### src/rtl/internal_cell_q.sv
// Parametrised fixed-point internal cell of the Gaussian-elimination systolic array.
// Multiply-add/swap with load/pass modes, valid bubbles and sticky saturation.
module internal_cell_q #(
    parameter int WIDTH = 32,
    parameter int FRAC  = 16,
    parameter int LAT   = 2
) (
    input  logic             clk,
    input  logic             rst,
    input  logic [1:0]       operation,
    input  logic             valid_in,
    input  logic [WIDTH-1:0] c_in,
    input  logic [WIDTH-1:0] x_in,
    input  logic             s_in,
    output logic [WIDTH-1:0] c_out,
    output logic             s_out,
    output logic             cs_valid_out,
    output logic [WIDTH-1:0] x_out,
    output logic             x_valid_out,
    output logic             ovf
);

    typedef enum logic [1:0] {
        OP_NONPIV = 2'b00,
        OP_NBPIV  = 2'b01,
        OP_LOAD   = 2'b10,
        OP_PASS   = 2'b11
    } op_e;

    localparam int PW = 2 * WIDTH;
    localparam logic signed [PW:0] SMAX =
        {{(WIDTH + 2){1'b0}}, {(WIDTH - 1){1'b1}}};
    localparam logic signed [PW:0] SMIN =
        {{(WIDTH + 2){1'b1}}, {(WIDTH - 1){1'b0}}};

    op_e op;
    assign op = op_e'(operation);

    logic [WIDTH-1:0] p_q, p_d;
    logic [WIDTH-1:0] c_q;
    logic             s_q;
    logic             csv_q;
    logic             ovf_q;

    logic                 sw;
    logic [WIDTH-1:0]     w1, w2;
    logic signed [PW-1:0] c_ext, w1_ext, prod, shifted;
    logic signed [PW:0]   sum;
    logic [WIDTH-1:0]     res_d;
    logic                 clamp_d;

    always_comb begin
        sw      = (op == OP_NBPIV) && s_in;
        w1      = sw ? x_in : p_q;
        w2      = sw ? p_q : x_in;
        c_ext   = {{WIDTH{c_in[WIDTH-1]}}, c_in};
        w1_ext  = {{WIDTH{w1[WIDTH-1]}}, w1};
        prod    = c_ext * w1_ext;
        shifted = prod >>> FRAC;
        // Widened by one bit so the add can never wrap before clamping.
        sum     = {shifted[PW-1], shifted}
                + {{(WIDTH + 1){w2[WIDTH-1]}}, w2};
        res_d   = x_in;
        p_d     = p_q;
        clamp_d = 1'b0;
        unique case (op)
            OP_NONPIV, OP_NBPIV: begin
                p_d = sw ? x_in : p_q;
                if (sum > SMAX) begin
                    res_d   = SMAX[WIDTH-1:0];
                    clamp_d = 1'b1;
                end else if (sum < SMIN) begin
                    res_d   = SMIN[WIDTH-1:0];
                    clamp_d = 1'b1;
                end else begin
                    res_d = sum[WIDTH-1:0];
                end
            end
            OP_LOAD: begin
                p_d = x_in;
            end
            OP_PASS: begin
                p_d = p_q;
            end
        endcase
    end

    logic [WIDTH-1:0] x_q [LAT];
    logic             v_q [LAT];
    logic             o_q [LAT];
    logic [WIDTH-1:0] x_d [LAT];
    logic             v_d [LAT];
    logic             o_d [LAT];

    always_comb begin
        x_d[0] = res_d;
        v_d[0] = valid_in;
        o_d[0] = clamp_d;
        for (int k = 1; k < LAT; k++) begin
            x_d[k] = x_q[k-1];
            v_d[k] = v_q[k-1];
            o_d[k] = o_q[k-1];
        end
    end

    always_ff @(posedge clk) begin
        if (rst) begin
            p_q   <= '0;
            c_q   <= '0;
            s_q   <= 1'b0;
            csv_q <= 1'b0;
            ovf_q <= 1'b0;
            for (int k = 0; k < LAT; k++) begin
                x_q[k] <= '0;
                v_q[k] <= 1'b0;
                o_q[k] <= 1'b0;
            end
        end else begin
            csv_q <= valid_in;
            if (valid_in) begin
                p_q <= p_d;
                c_q <= c_in;
                s_q <= s_in;
            end
            for (int k = 0; k < LAT; k++) begin
                v_q[k] <= v_d[k];
                if (v_d[k]) begin
                    x_q[k] <= x_d[k];
                    o_q[k] <= o_d[k];
                end
            end
            // Flag rises together with the clamped value reaching x_out.
            if (v_d[LAT-1] && o_d[LAT-1]) begin
                ovf_q <= 1'b1;
            end
        end
    end

    assign c_out        = c_q;
    assign s_out        = s_q;
    assign cs_valid_out = csv_q;
    assign x_out        = x_q[LAT-1];
    assign x_valid_out  = v_q[LAT-1];
    assign ovf          = ovf_q;

endmodule

### config.mk
export PLATFORM = sky130hd
export DESIGN_NAME = internal_cell_q
export DESIGN_NICKNAME = d
export VERILOG_FILES = /design/src/rtl/internal_cell_q.sv
export SDC_FILE = /design/constraint.sdc
export NUM_CORES = 2
export LEC_CHECK = 0
export ABC_AREA = 1
export CAP_MARGIN = 10
export CORE_MARGIN = 1
export CORE_UTILIZATION = 40
export CTS_CLUSTER_DIAMETER = 80
export DETAILED_ROUTE_END_ITERATION = 10
export GPL_TIMING_DRIVEN = 0
export PLACE_DENSITY = 0.59
export SYNTH_ARGS = -nofsm -noshare
export SYNTH_HDL_FRONTEND = slang
export SYNTH_SLANG_ARGS = --single-unit
### constraint.sdc
create_clock -name clk -period 18.7 [get_ports clk]
set_clock_uncertainty 0.1 [all_clocks]
set_input_delay 5.61 -clock clk [delete_from_list [all_inputs] [get_ports clk]]
set_output_delay 5.61 -clock clk [all_outputs]
set_load 0.05 [all_outputs]
# ---- Word level (Yosys, flattened, before mapping)
# Memory sizes are Yosys's and may differ from the RTL's.
# Index checks and enable logic that the tools add are counted.
dict set report op_classes {
  addsub 1
  multipliers 1
  div_mod_pow 0
  n_lt_le_gt_ge 2
  eq_ne 3
  n_shift 0
  mux 24
  n_bitwise 7
  n_reduce_logical 5
}
# operator count
set op_table {}
lappend op_table {{$mux 32} 7}
lappend op_table {{$mul 32x32->64} 1}
lappend op_table {{$pmux 32 s2} 1}
lappend op_table {{$add 48x32->49} 1}
lappend op_table {{$gt 49x32->1 const B} 1}
lappend op_table {{$lt 49x32->1 const B} 1}
lappend op_table {{$mux 1} 16}
lappend op_table {{$or 1x1->1} 6}
lappend op_table {{$eq 2x2->1 const B} 2}
lappend op_table {{$eq 2x1->1 const B} 1}
lappend op_table {{$logic_and 1x1->1} 2}
lappend op_table {{$logic_not 2->1} 1}
lappend op_table {{$reduce_and 2->1} 1}
lappend op_table {{$reduce_or 2->1} 1}
lappend op_table {{$not 1->1} 1}
dict set report word_totals {
  reg_bits 67
  latch_bits 0
  ramBits 68
  romBits 0
  in_bits 70
  out_inout_bits 68
  wordCells 51
  mem_count 3
}
# name depth word_bits read_ports rd_clocked_by_memory_dff wr line
set mem_list {}
lappend mem_list {x_q 2 32 2 0 2 88} ;# logic [WIDTH-1:0] x_q [LAT];
lappend mem_list {o_q 2 1 1 0 2 90} ;# logic o_q [LAT];
lappend mem_list {v_q 2 1 2 0 2 89} ;# logic v_q [LAT];

# ---- Longest topological paths before layout
dict set report depth {
  depth_word 10
  ltp_mapped 61
  depth_no_buf 56
}

# ---- Least setup slack after synthesis
# OpenSTA, ideal clock, no wires.
dict set report synth_timing {
  path_kind {input to register}
  from {input port operation[1]}
  to {memory x_q[0][12], data pin}
  setup_ps 257
  arrival_time_ps 15198
  t_required_ps 18343
  setup_slack_ps 3146
  path_stages 53
  n_path_buf 5
  path_cell_list {inv_2 > nand3_1 > buf_4 > buf_2 > clkbuf_1 > o21ai_1 > clkbuf_1 > nor2_1 > fa_1 > inv_1 > fa_1 > inv_1 > fa_1 > fa_1 > inv_1 > fa_1 > inv_1 > fa_1 > [... 17 more ...] > inv_1 > nand2_1 > nand2_1 > inv_1 > nand2_1 > a21oi_1 > nand3_1 > nand2_1 > nand2_1 > nor2_1 > nand3_1 > nor2_1 > nand4_1 > nand2_1 > inv_2 > buf_4 > nor2_1 > nor2_1}
}
# element line
set synth_rtl {}
lappend synth_rtl {{start: declaration} 10} ;# input logic [1:0] operation,
lappend synth_rtl {{end: declaration} 88}

==> key figures <==
STA
  • Setup violators final: 0
  • Relative slew margins: 20.0%
  • Hold slack: ~0.4 ns
  • Worst slew pin tran: between 1 and 1.5 ns
  • Slew Limit Fails: 0
  • Crit path time final: around 18 ns
  • Crit share post-route: a little over nine tenths
  • Min setup slack post-route: 0.322 ns
  • Fmax: 54.4 MHz
  • RSZ-0062 raised after global routing: no
  • Final hold violation count: 0

Setup path
  • Reg2reg end: x_q[0][6]
  • Critical Path RT: between 15 and 20 ns
  • CP max stage delay: 0.95 ns
  • CP arrival: ~18 ns
  • Reg2Reg Launch Point: p_q[25]
  • Crit path kind: in2reg
  • Crit start category: input pin
  • Worst-path fanout max: 11
  • R2R depth: 50
  • Slowest cell on the critical path: clkbuf_1
  • FF-to-FF setup slack: 6.31 ns
  • CP most frequent cell: nand2_1
  • Worst setup EP type: flip-flop

Drt
  • Vias: 40,300
  • Met3 Wirelength: ~19,000 um
  • DR WL/cell: between 20 and 30 um
  • First DRT Iteration DRCs: 4,058
  • DRC: 0
  • Final WL: 191,000 um
  • DRT antenna net count: 0
  • DR pass1 iterations: 6
  • Met2 wire length: ~83,000 um
  • M1 WL: 77,800 um
  • Highest metal used: met5
  • DR vias/cell: 5.32

Cells and area
  • Nets@finish: about 7,400
  • Fillers: ~12,000
  • Share of cells above drive strength 1: roughly 3.2%
  • # diodes: 0
  • Layout area overhead: 8.98%
  • Final Util: ~44%
  • Final Instance Count excl. Fillers: ~7,600

Floorplanning
  • Die X: between 300 and 400 um
  • Core area: roughly 0.11 sq mm
  • Die height: 341 um
  • Row count: ~120
  • Die ar.: approximately 0.12 sq mm
  • Initial Util: roughly 40%
  • Io pins: 138

Synthesis
  • Async SR Flop Fraction: 0%
  • Post-Syn Area: around 0.046 sq mm
  • Predominant post-synthesis flop cell: dfxtp_1
  • Top-count cell post-synth: inv_1
  • Synth top area share: 47.0%
  • Post-synth EDFFs: 65
  • #FFs+latches synth: around 130
  • Sequential fraction of the synthesis area: 7.19%
  • Most frequent cells after synthesis: inv_1, nand2_1, fa_1
  • Ranking of synthesized cells by area: fa_1, inv_1, nand2_1
  • Syn_nets: ~7,300
  • Mapped Cells: ~6,000
  • Post-synth cell types: 48
  • Yosys Warn Count: 0
  • Largest area contributor in the netlist: fa_1
  • Avg Cell Area, Syn: between 7 and 8 sq um

Clock network
  • H-tree depth: 4
  • Clock root buffer: clkbuf_16
  • Clock tree from TritonCTS: built
  • Later-pin clock latency in the skew report: around 0.47 ns
  • # hold bufs at CTS: 0
  • Clk slew on worst S/H paths: 0.06 ns
  • Clock sinks: 133
  • Clock Path Buffers: 2
  • TritonCTS Buffers: 17

Placed design
  • Pre-CTS setup slack: -0.567 ns
  • Post-Place Cells: between 7,000 and 8,000
  • Detailed-placement wirelength estimate: between 150,000 and 200,000 um
  • PortBufs: 130
  • GP Congestion: 1.00

Global route
  • GRT Util Overall: about a third
  • Global-route wire length before repair: between 200,000 and 300,000 um
  • Initial antenna violation count: 7
  • Vias in the first global route: just over 40,000
  • Largest net degree at the start of global routing: 23
  • Global route overflow: 0

Hold path
  • Worst hold path depth: 2
  • Hold EP: v_q[0][1]
  • Hold WC Path Type: reg2reg
  • HP Start: v_q[0][0]

Flow run
  • MaxCap Viol Count: 0

Status
  • Status: finished clean
[stage by stage]
| stage | TNS (ns) | area, sq um |
|---|---|---|
| 2_1_floorplan | 0 | 46100 |
| 3_3_place_gp | -42.38 | 49300 |
| 3_5_place_dp | -17.02 | 49500 |
| 4_1_cts | 0 | 50100 |
| 5_1_grt | 0 | 50200 |
| 6_report | 0 | 50200 |
[layout make-up]
cell class                 instances  area (sq um)  area share (%)
sequential                       133          3310            6.60
inverter                        1425          5350            10.7
clock inverter                    14           153           0.304
multi-input combinational       4083         36600            72.8
clock buffer                      18           429           0.855
buffer                           229           941            1.87
timing repair buffer             148          1550            3.09
tap                             1512          1890            3.77
[worst max path at each step]
stage | slack [ns] | endpoint | from | cells after the start
floorplan | 3.15 | x_q[0][12] | operation[1] | 53
global placement | -1.33 | x_q[0][6] | operation[1] | 49
detailed placement | -0.57 | x_q[0][6] | operation[1] | 53
CTS | 0.005 | x_q[0][6] | operation[1] | 53
global route | 0.006 | x_q[0][6] | operation[1] | 50
finish | 0.32 | x_q[0][6] | operation[1] | 54
[placed cells by master, fill, tap and decap left out, types with 8 or more instances in the layout]
cell and n:
nand3b_1 9, xor2_1 65, nand2_2 8, clkdlybuf4s50_1 130, nor3_1 9, nand3_1 94, buf_6 9, inv_2 36
inv_1 1374, ha_1 228, clkbuf_1 181, clkinv_1 14, o21ai_0 186, nand4_1 32, nor2_2 26, xnor2_1 24
o21ai_1 13, o21ai_2 13, clkbuf_16 17, edfxtp_1 65, a21oi_1 142, o21a_1 12, fa_1 1080, a31oi_1 42
nand2_1 1180, nor2_1 870, dfxtp_1 68, clkbuf_2 30
[logic make-up (layout without fill, tap and decap cells)]
logic type,count (synthesis),in the layout,synth area share (%)
XOR/XNOR,89,89,1.69
AO/OA/AOI/OAI,434,434,5.07
buffers and inverters,1656,1834,13.6
flip-flops,133,133,7.19
AND/OR/NAND/NOR,2250,2250,19.3
adder cells (fa/ha/maj),1310,1310,53.2
[sequential cells by signal (all words and copies together) (netlist names)]
register	count
o_q	1
s_out	1
x_q	64
v_q	2
c_out	32
p_q	32
ovf	1
[layer usage]
metal  track usage [%]  up-vias
li1                  -    17400
met4              16.9       12
met3              6.21      422
met2              51.0     2069
met1              46.0    20400
met5                 0        -
[what timing repair did]
action	in CTS	in global routing
setup endpoints to repair	31	32
gates resized for setup	2	90
pin swaps	0	0
buffers inserted	0	0
[critical path, delay by kind of cell]
| family | cells | cell delay [ns] |
|---|---|---|
| AOI/OAI and AO/OA | 2 | 0.45 |
| adders and majority gates | 10 | 4.95 |
| buffers and inverters | 16 | 3.67 |
| and+or+nand+nor | 26 | 3.75 |
Power is not shown: default switching activity piles up to over one toggle a cycle in this logic, so the estimate is an artifact.
